<file path="config.mk">
export PLATFORM = sky130hd
export DESIGN_NAME = id_stage_flat
export DESIGN_NICKNAME = d
export VERILOG_FILES = /design/src/rtl/id_pkg.sv /design/src/rtl/id_stage_if.sv /design/src/rtl/id_opdec.sv /design/src/rtl/id_stage.sv /design/src/flat_wrapper.sv
export SDC_FILE = /design/constraint.sdc
export NUM_CORES = 1
export LEC_CHECK = 0
export BUFFER_PORTS_ARGS = -buffer_cell sky130_fd_sc_hd__buf_4
export CORE_AREA = 2 2 77 79
export CTS_CLUSTER_SIZE = 14
export DETAILED_ROUTE_END_ITERATION = 8
export DIE_AREA = 0 0 79 81
export PLACE_DENSITY = 0.48
export SLEW_MARGIN = 5
export SYNTH_ARGS = -nofsm -noshare
export SYNTH_HDL_FRONTEND = slang
export SYNTH_SLANG_ARGS = --single-unit
</file>
<file path="constraint.sdc">
create_clock -name clk -period 2 [get_ports clk]
set_input_delay 0.3 -clock clk [delete_from_list [all_inputs] [get_ports clk]]
set_output_delay 0.3 -clock clk [all_outputs]
set_load 0.01 [all_outputs]
</file>
<file path="src/rtl/id_pkg.sv">
// ---------------------------------------------------------------------------
// id_pkg
// Shared definitions for the accumulator-CPU instruction-decode stage:
//   - default word / register-address widths
//   - opcode values (10..15 and anything wider are undefined)
//   - decode-stage state encoding
//   - the flag bundle produced by the opcode decoder
// ---------------------------------------------------------------------------
package id_pkg;

    localparam int DEF_INSTR_W    = 8;
    localparam int DEF_REG_ADDR_W = 4;

    localparam int OP_NOP = 0;
    localparam int OP_LD  = 1;
    localparam int OP_ST  = 2;
    localparam int OP_ADD = 3;
    localparam int OP_SUB = 4;
    localparam int OP_AND = 5;
    localparam int OP_OR  = 6;
    localparam int OP_XOR = 7;
    localparam int OP_NOT = 8;
    localparam int OP_LDI = 9;

    typedef enum logic {
        ST_IDLE     = 1'b0,
        ST_WAIT_IMM = 1'b1
    } state_t;

    // Unit enables for one opcode; legal=0 marks an undefined opcode.
    typedef struct packed {
        logic st;
        logic ld;
        logic cy;
        logic acc;
        logic imm_sel;
        logic legal;
    } dec_t;

endpackage

</file>
<file path="src/rtl/id_stage_if.sv">
// ---------------------------------------------------------------------------
// id_stage_if
// Fetch-side and execute-side handshake bundle of the decode stage.
//   master : environment side (drives flush, in_valid, in_instr, out_ready)
//   slave  : decode stage side (drives in_ready and all out_* signals)
// The sticky illegal flag exists only when ID_ILLEGAL_TRAP_EN is defined.
// ---------------------------------------------------------------------------
interface id_stage_if #(
    parameter int INSTR_W    = 8,
    parameter int REG_ADDR_W = 4
);
    localparam int OPCODE_W = INSTR_W - REG_ADDR_W;

    logic                  flush;
    logic                  in_valid;
    logic                  in_ready;
    logic [INSTR_W-1:0]    in_instr;
    logic                  out_valid;
    logic                  out_ready;
    logic [OPCODE_W-1:0]   out_opcode;
    logic [REG_ADDR_W-1:0] out_reg_addr;
    logic [INSTR_W-1:0]    out_imm;
    logic                  out_st_ce;
    logic                  out_ld_ce;
    logic                  out_cy_ce;
    logic                  out_acc_ce;
    logic                  out_imm_sel;
`ifdef ID_ILLEGAL_TRAP_EN
    logic                  illegal;
`endif

    modport master (
        output flush, in_valid, in_instr, out_ready,
`ifdef ID_ILLEGAL_TRAP_EN
        input  illegal,
`endif
        input  in_ready, out_valid, out_opcode, out_reg_addr, out_imm,
               out_st_ce, out_ld_ce, out_cy_ce, out_acc_ce, out_imm_sel
    );

    modport slave (
        input  flush, in_valid, in_instr, out_ready,
`ifdef ID_ILLEGAL_TRAP_EN
        output illegal,
`endif
        output in_ready, out_valid, out_opcode, out_reg_addr, out_imm,
               out_st_ce, out_ld_ce, out_cy_ce, out_acc_ce, out_imm_sel
    );

endinterface

</file>
<file path="src/rtl/id_opdec.sv">
// ---------------------------------------------------------------------------
// id_opdec
// Combinational opcode decoder feeding the decode-stage output register.
//   opcode : in  OPCODE_W  opcode field of the instruction word
//   dec    : out dec_t     {st, ld, cy, acc, imm_sel, legal}
// SUB raises cy like ADD because the borrow is stored in CY.
// ---------------------------------------------------------------------------
module id_opdec
    import id_pkg::*;
#(
    parameter int OPCODE_W = 4
) (
    input  logic [OPCODE_W-1:0] opcode,
    output dec_t                dec
);

    always_comb begin
        dec       = '0;
        dec.legal = 1'b1;
        case (opcode)
            OPCODE_W'(OP_NOP): ;
            OPCODE_W'(OP_LD):  begin dec.ld = 1'b1; dec.acc = 1'b1; end
            OPCODE_W'(OP_ST):  dec.st = 1'b1;
            OPCODE_W'(OP_ADD): begin dec.cy = 1'b1; dec.acc = 1'b1; end
            OPCODE_W'(OP_SUB): begin dec.cy = 1'b1; dec.acc = 1'b1; end
            OPCODE_W'(OP_AND): dec.acc = 1'b1;
            OPCODE_W'(OP_OR):  dec.acc = 1'b1;
            OPCODE_W'(OP_XOR): dec.acc = 1'b1;
            OPCODE_W'(OP_NOT): dec.acc = 1'b1;
            OPCODE_W'(OP_LDI): begin dec.acc = 1'b1; dec.imm_sel = 1'b1; end
            default:           dec.legal = 1'b0;
        endcase
    end

endmodule

</file>
<file path="src/rtl/id_stage.sv">
// ---------------------------------------------------------------------------
// id_stage
// Registered instruction-decode stage with valid/ready handshake, flush and
// two-word LDI support (opcode word, then immediate word).
//   clk  : in  system clock, rising edge
//   rst  : in  asynchronous active-high reset
//   bus  : id_stage_if.slave
//          flush, in_valid/in_ready/in_instr (fetch side),
//          out_valid/out_ready, out_opcode, out_reg_addr, out_imm,
//          out_st_ce, out_ld_ce, out_cy_ce, out_acc_ce, out_imm_sel,
//          illegal (only with ID_ILLEGAL_TRAP_EN)
// Optional feature macro: ID_ILLEGAL_TRAP_EN -- undefined opcodes are dropped
// and raise a sticky illegal flag instead of decoding as NOP.
// ---------------------------------------------------------------------------
module id_stage
    import id_pkg::*;
#(
    parameter int INSTR_W    = DEF_INSTR_W,
    parameter int REG_ADDR_W = DEF_REG_ADDR_W
) (
    input  logic       clk,
    input  logic       rst,
    id_stage_if.slave  bus
);

    localparam int OPCODE_W = INSTR_W - REG_ADDR_W;

    state_t                state_reg, state_next;
    logic [OPCODE_W-1:0]   pend_opcode_reg, pend_opcode_next;
    logic [REG_ADDR_W-1:0] pend_reg_addr_reg, pend_reg_addr_next;

    logic                  out_valid_reg, out_valid_next;
    logic [OPCODE_W-1:0]   out_opcode_reg, out_opcode_next;
    logic [REG_ADDR_W-1:0] out_reg_addr_reg, out_reg_addr_next;
    logic [INSTR_W-1:0]    out_imm_reg, out_imm_next;
    logic                  st_ce_reg, st_ce_next;
    logic                  ld_ce_reg, ld_ce_next;
    logic                  cy_ce_reg, cy_ce_next;
    logic                  acc_ce_reg, acc_ce_next;
    logic                  imm_sel_reg, imm_sel_next;
`ifdef ID_ILLEGAL_TRAP_EN
    logic                  illegal_reg, illegal_next;
`endif

    logic                  in_ready;
    logic                  accept;
    logic                  consume;
    logic [OPCODE_W-1:0]   in_opcode;
    logic [REG_ADDR_W-1:0] in_reg_addr;
    dec_t                  in_dec;

    assign in_opcode   = bus.in_instr[INSTR_W-1:REG_ADDR_W];
    assign in_reg_addr = bus.in_instr[REG_ADDR_W-1:0];

    // A new word may enter only when the output slot is free or being
    // drained this cycle; flush blocks acceptance outright.
    assign in_ready = !bus.flush && (!out_valid_reg || bus.out_ready);
    assign accept   = bus.in_valid && in_ready;
    assign consume  = out_valid_reg && bus.out_ready;

    id_opdec #(
        .OPCODE_W (OPCODE_W)
    ) u_opdec (
        .opcode (in_opcode),
        .dec    (in_dec)
    );

    // State register
    always_ff @(posedge clk or posedge rst) begin
        if (rst) begin
            state_reg <= ST_IDLE;
        end else begin
            state_reg <= state_next;
        end
    end

    // Next-state logic
    always_comb begin
        state_next = state_reg;
        if (bus.flush) begin
            state_next = ST_IDLE;
        end else if (accept) begin
            case (state_reg)
                ST_IDLE:     if (in_dec.imm_sel) state_next = ST_WAIT_IMM;
                ST_WAIT_IMM: state_next = ST_IDLE;
                default:     state_next = ST_IDLE;
            endcase
        end
    end

    // Output / datapath next values
    always_comb begin
        out_valid_next     = out_valid_reg;
        out_opcode_next    = out_opcode_reg;
        out_reg_addr_next  = out_reg_addr_reg;
        out_imm_next       = out_imm_reg;
        st_ce_next         = st_ce_reg;
        ld_ce_next         = ld_ce_reg;
        cy_ce_next         = cy_ce_reg;
        acc_ce_next        = acc_ce_reg;
        imm_sel_next       = imm_sel_reg;
        pend_opcode_next   = pend_opcode_reg;
        pend_reg_addr_next = pend_reg_addr_reg;
`ifdef ID_ILLEGAL_TRAP_EN
        illegal_next       = illegal_reg;
`endif

        if (bus.flush || consume) begin
            // Enables are forced low together with valid so a bubble never
            // carries stale unit enables.
            out_valid_next = 1'b0;
            st_ce_next     = 1'b0;
            ld_ce_next     = 1'b0;
            cy_ce_next     = 1'b0;
            acc_ce_next    = 1'b0;
            imm_sel_next   = 1'b0;
        end

        if (accept) begin
            if (state_reg == ST_WAIT_IMM) begin
                out_valid_next    = 1'b1;
                out_opcode_next   = pend_opcode_reg;
                out_reg_addr_next = pend_reg_addr_reg;
                out_imm_next      = bus.in_instr;
                acc_ce_next       = 1'b1;
                imm_sel_next      = 1'b1;
            end else if (in_dec.imm_sel) begin
                // First LDI word: remember it, emit nothing yet.
                pend_opcode_next   = in_opcode;
                pend_reg_addr_next = in_reg_addr;
            end
`ifdef ID_ILLEGAL_TRAP_EN
            else if (!in_dec.legal) begin
                illegal_next = 1'b1;
            end
`endif
            else begin
                // Undefined opcodes (legal=0) fall through as NOP here.
                out_valid_next    = 1'b1;
                out_opcode_next   = in_opcode;
                out_reg_addr_next = in_reg_addr;
                out_imm_next      = '0;
                st_ce_next        = in_dec.st  & in_dec.legal;
                ld_ce_next        = in_dec.ld  & in_dec.legal;
                cy_ce_next        = in_dec.cy  & in_dec.legal;
                acc_ce_next       = in_dec.acc & in_dec.legal;
                imm_sel_next      = 1'b0;
            end
        end
    end

    // Output and pending-LDI registers
    always_ff @(posedge clk or posedge rst) begin
        if (rst) begin
            out_valid_reg     <= 1'b0;
            out_opcode_reg    <= '0;
            out_reg_addr_reg  <= '0;
            out_imm_reg       <= '0;
            st_ce_reg         <= 1'b0;
            ld_ce_reg         <= 1'b0;
            cy_ce_reg         <= 1'b0;
            acc_ce_reg        <= 1'b0;
            imm_sel_reg       <= 1'b0;
            pend_opcode_reg   <= '0;
            pend_reg_addr_reg <= '0;
`ifdef ID_ILLEGAL_TRAP_EN
            illegal_reg       <= 1'b0;
`endif
        end else begin
            out_valid_reg     <= out_valid_next;
            out_opcode_reg    <= out_opcode_next;
            out_reg_addr_reg  <= out_reg_addr_next;
            out_imm_reg       <= out_imm_next;
            st_ce_reg         <= st_ce_next;
            ld_ce_reg         <= ld_ce_next;
            cy_ce_reg         <= cy_ce_next;
            acc_ce_reg        <= acc_ce_next;
            imm_sel_reg       <= imm_sel_next;
            pend_opcode_reg   <= pend_opcode_next;
            pend_reg_addr_reg <= pend_reg_addr_next;
`ifdef ID_ILLEGAL_TRAP_EN
            illegal_reg       <= illegal_next;
`endif
        end
    end

    assign bus.in_ready     = in_ready;
    assign bus.out_valid    = out_valid_reg;
    assign bus.out_opcode   = out_opcode_reg;
    assign bus.out_reg_addr = out_reg_addr_reg;
    assign bus.out_imm      = out_imm_reg;
    assign bus.out_st_ce    = st_ce_reg;
    assign bus.out_ld_ce    = ld_ce_reg;
    assign bus.out_cy_ce    = cy_ce_reg;
    assign bus.out_acc_ce   = acc_ce_reg;
    assign bus.out_imm_sel  = imm_sel_reg;
`ifdef ID_ILLEGAL_TRAP_EN
    assign bus.illegal      = illegal_reg;
`endif

endmodule

</file>
<file path="src/flat_wrapper.sv">
// flat-port wrapper written by rule: the top's interface ports become plain ports
module id_stage_flat import id_pkg::*;
#(
    parameter int INSTR_W    = DEF_INSTR_W,
    parameter int REG_ADDR_W = DEF_REG_ADDR_W
)
  (clk, rst, bus_flush, bus_in_valid, bus_in_instr, bus_out_ready, bus_in_ready, bus_out_valid, bus_out_opcode, bus_out_reg_addr, bus_out_imm, bus_out_st_ce, bus_out_ld_ce, bus_out_cy_ce, bus_out_acc_ce, bus_out_imm_sel);
  id_stage_if #(.INSTR_W(INSTR_W), .REG_ADDR_W(REG_ADDR_W)) bus_i ();
  input  logic clk;
  input  logic rst;
  input wire logic [$bits(bus_i.flush)-1:0] bus_flush;
  input wire logic [$bits(bus_i.in_valid)-1:0] bus_in_valid;
  input wire logic [$bits(bus_i.in_instr)-1:0] bus_in_instr;
  input wire logic [$bits(bus_i.out_ready)-1:0] bus_out_ready;
  output wire logic [$bits(bus_i.in_ready)-1:0] bus_in_ready;
  output wire logic [$bits(bus_i.out_valid)-1:0] bus_out_valid;
  output wire logic [$bits(bus_i.out_opcode)-1:0] bus_out_opcode;
  output wire logic [$bits(bus_i.out_reg_addr)-1:0] bus_out_reg_addr;
  output wire logic [$bits(bus_i.out_imm)-1:0] bus_out_imm;
  output wire logic [$bits(bus_i.out_st_ce)-1:0] bus_out_st_ce;
  output wire logic [$bits(bus_i.out_ld_ce)-1:0] bus_out_ld_ce;
  output wire logic [$bits(bus_i.out_cy_ce)-1:0] bus_out_cy_ce;
  output wire logic [$bits(bus_i.out_acc_ce)-1:0] bus_out_acc_ce;
  output wire logic [$bits(bus_i.out_imm_sel)-1:0] bus_out_imm_sel;
  assign bus_i.flush = bus_flush;
  assign bus_i.in_valid = bus_in_valid;
  assign bus_i.in_instr = bus_in_instr;
  assign bus_i.out_ready = bus_out_ready;
  assign bus_in_ready = bus_i.in_ready;
  assign bus_out_valid = bus_i.out_valid;
  assign bus_out_opcode = bus_i.out_opcode;
  assign bus_out_reg_addr = bus_i.out_reg_addr;
  assign bus_out_imm = bus_i.out_imm;
  assign bus_out_st_ce = bus_i.out_st_ce;
  assign bus_out_ld_ce = bus_i.out_ld_ce;
  assign bus_out_cy_ce = bus_i.out_cy_ce;
  assign bus_out_acc_ce = bus_i.out_acc_ce;
  assign bus_out_imm_sel = bus_i.out_imm_sel;
  id_stage #(.INSTR_W(INSTR_W), .REG_ADDR_W(REG_ADDR_W)) u_core (.clk(clk), .rst(rst), .bus(bus_i));
endmodule
</file>
==> run summary <==
After detailed placement, the total cell area comes to approximately 1700 um^2. The wire-length estimate of the detail-placed layout is about 2600 um. The insertion delay to the later sink of the worst-skew pair came out at around 0.28 ns.

The flop-to-flop setup slack came out at 0.23 ns. After routing, the total negative slack on setup checks comes to 0 ns. The most numerous cell in the Yosys netlist is dfrtp_1. The highest clock rate came out at 557 MHz. The count of flip-flops with a built-in enable after synthesis came out at 0. Compared with the post-synthesis result, the final layout area differs by 35.7%. The count of distinct cell types in the synthesized netlist came out at 30. The number of hold-repair buffers added at the cts stage is 0.

The routed design uses 1670 um of met2 wire. The worst register-to-register path ends at u_core.bus.out_imm[5]$_DFFE_PP0P_. Of the cells placed in the final design, the portion with a size suffix greater than 1 is 0.363. The areal power density over the cells is 826 nW/um^2. The max-slew headroom at the worst pin is 0.571. In this run the tool buffered the top-level ports with 35 buffer cells. The register share of total power is 0.485. The number of endpoints with negative hold slack in the final report came out at 0.

The share of the synthesized area in the top cell type is 0.576. The post-detailed-route wirelength per cell came out at 15.6 um. The post-detailed-route DRC marker count came out at 0. The register with the most flip-flops in the layout has 8 of them.

After detailed routing, the number of vias per cell comes to 4.82. The number of cell rows is 28. The detailed router finished its first iteration with 132 violations. The startpoint class of the critical path is a flop.

The floorplan die height came out at slightly above 80 um. The worst register-to-register path begins at u_core.bus.out_valid$_DFF_PP0_. The leakage power total is 0.846 nW.

The switching power summed over all nets came out at 384 uW. The synthesis warning total is 0. The remaining antenna violation count is 0. The maximum number of pins on one net before global-route repair came out at 32. The number of cells upsized or downsized after cts is 0. The data arrival at the endpoint of the critical path came out at roughly 1.5 ns. The slowest stage of the critical path is the nor2b_1 cell. In the synthesized netlist the dominant register cell turns out to be dfrtp_1. The shortest clock period the worst path allows after layout came out at 1.80 ns. The number of max-slew violations in the final report came out at 0. The worst-margin pin slew came out at 0.642 ns. The TritonCTS clock tree is built. The logic depth of the worst setup path including buffers is 3. The number of I/O pins is 36. Counting cells, the worst reg-to-reg path comes to 5. In this run the worst path has a maximum fanout of 5. In this run the worst setup path begins at u_core.bus.out_valid$_DFF_PP0_. The share of power burned in combinational logic came out at 0.158. Detailed routing placed a total of 246 um of wire on met3. The deepest level of the CTS H-tree is 2. The flow ran to the end, and the final reports show no timing, DRC or antenna violations. Counting flops and latches in the post-synthesis netlist gives 31.

Ranked by instance count, the synthesized netlist is headed by 31 x dfrtp_1, 13 x o22ai_1, 9 x a21oi_1, 9 x a22o_1. The clock tree root buffer cell is clkbuf_8. The number of endpoints failing setup at the final stage came out at 0.

The total buffers and inverters traversed by the critical path came out at 1. Broken down by cell family, the worst path's largest delay share belongs to simple AND/OR/NAND/NOR gates. Counting every net in the synthesized netlist gives approximately 130. The global-route wire length before repair came out at about 6000 um. The via count of the first global-routing pass came out at ~1200.

The delay of the slowest cell on the worst path came out at 0.56 ns. For this block, the routed nets add up to 3660 um of wire. The maximum ir drop on the vdd rail is 0.327 mV. The setup path with the least slack is of type reg2out. In this run the cell area of the synthesized design comes to 1350 um^2. The number of optimization iterations in the first detailed-route pass is 4.

The fraction of the cycle the final worst path needs came out at 0.898. The area of the die is approximately 6400 um^2. After clock tree synthesis, the clock-pin slew on the worst setup and hold paths is 0.06 ns. Data on the critical path is required at its endpoint by 1.70 ns. The finished cells cover 1830 um^2. The end of the critical path is bus_in_ready.

The chip width came out at 79 um. The tool flagged a number of max-cap violations equal to 0. The sequential cell area fraction in the yosys report came out at 0.576. The worst min-delay path class is in2async. The pre-CTS setup slack is 0.203 ns. Setup repair after global routing left no endpoint under its margin. The share of total power dissipated in the clock network is 0.357. The total area inside the core boundary comes to 5680 um^2. The cell type with the largest total area after synthesis is dfrtp_1.

The critical path goes through nor2b_1 > nor2_1 > buf_4. The number of buffers inserted by post-CTS setup repair is 0. The internal power consumption came out at 1.13 mW.

The largest clock skew in the final design came out at a little over 0.007 ns. The maximum buffer depth of the clock tree came out at 2. After synthesis, the cell types taking the most area are dfrtp_1 58%, o22ai_1 6.0%, a22o_1 5.9%. The final weighted congestion in routability-driven placement is about 0.77. The total routing resource utilization after global routing is 0.126. Each instance of the synthesized netlist takes up on average approximately 12 um^2. In this run the top signal layer used is met4. The count of clock tree sinks is 31. The initial antenna violation count came out at 0. The repair_antennas step left the layout with diodes totalling 0.

The final global-route overflow total came out at 0. Of the total power, the share spent switching nets is 0.255. The initial core utilization is 0.237. The total number of vias is between 1000 and 1500. After detailed routing, the wire length on met1 is around 1700 um. The share of synthesized flip-flops with an asynchronous set or reset came out at 1.00. Setup slack on the critical path of the routed design comes to 0.204 ns. At the end of the flow, the number of nets in the layout was 172. The worst setup path is captured at an output port. The number of buffers created by CTS came out at 5. The post-synthesis instance total came out at 114.
[cell families (layout without fill, tap and decap cells)]
logic type | Yosys count | after routing | share of synthesized area
buffers and inverters | 8 | 54 | 0.0325
AO/OA/AOI/OAI | 44 | 44 | 0.224
AND/OR/NAND/NOR | 27 | 27 | 0.134
multiplexers | 4 | 4 | 0.0335
flip-flops | 31 | 31 | 0.576
[power groups by stage]
stage                     Combinational [mW]  Sequential [mW]  Clock, mW
after CTS                              0.244            0.732      0.547
after floorplan                        0.111            0.749          0
after global routing                   0.267            0.740      0.579
after detailed placement               0.243            0.743          0
final                                  0.239            0.732      0.539
after global placement                 0.240            0.742          0
[tightest hold or removal path: stages]
cell and delay, ns:
buf_4 0.11, inv_1 0.04, buf_4 0.35
[metal layers]
metal / track usage / vias up
met2: 0.195 / 38
li1: - / 527
met5: 0 / -
met3: 0.0378 / 6
met1: 0.164 / 562
met4: 0.0569 / 0
[stage by stage]
| step | instances | util | hold slack (ns) | total power, mW |
|---|---|---|---|---|
| 2_1_floorplan | 114 | - | 0.363 | 0.859 |
| 3_3_place_gp | 227 | 0.304 | 0.407 | 0.982 |
| 3_5_place_dp | 227 | 0.304 | 0.423 | 0.986 |
| 4_1_cts | 235 | 0.322 | 0.122 | 1.52 |
| 5_1_grt | 235 | 0.322 | 0.130 | 1.59 |
| 6_report | 235 | 0.322 | 0.102 | 1.51 |
[worst min-delay path by stage]
stage | from | to
final | rst | u_core.bus.out_imm[3]$_DFFE_PP0P_
after global routing | rst | u_core.bus.out_st_ce$_DFF_PP0_
after CTS | rst | u_core.bus.out_st_ce$_DFF_PP0_
after detailed placement | rst | u_core.bus.out_imm[5]$_DFFE_PP0P_
after global placement | rst | u_core.bus.out_imm[5]$_DFFE_PP0P_
after floorplan | bus_flush | u_core.bus.out_valid$_DFF_PP0_
[cell type report]
class,instances,area [um^2]
timing repair buffer,42,315
inverter,4,15.0
clock buffer,8,100
tap,75,93.8
sequential,31,776
multi-input combinational,75,527
fill,606,3850
[cell usage in the layout, fill, tap and decap left out, types with 3 or more instances in the layout]
cell      count
nand3_1       4
inv_1         3
nand2_1       4
clkbuf_8      7
o22ai_1      13
nor2b_1       3
a22oi_1       4
mux2_2        4
a22o_1        9
a32o_1        3
nor2_1        3
nand2b_1      3
dfrtp_1      31
o21ai_0       3
a21oi_1       9
buf_4        42
Power figures use the tool's default switching activity.
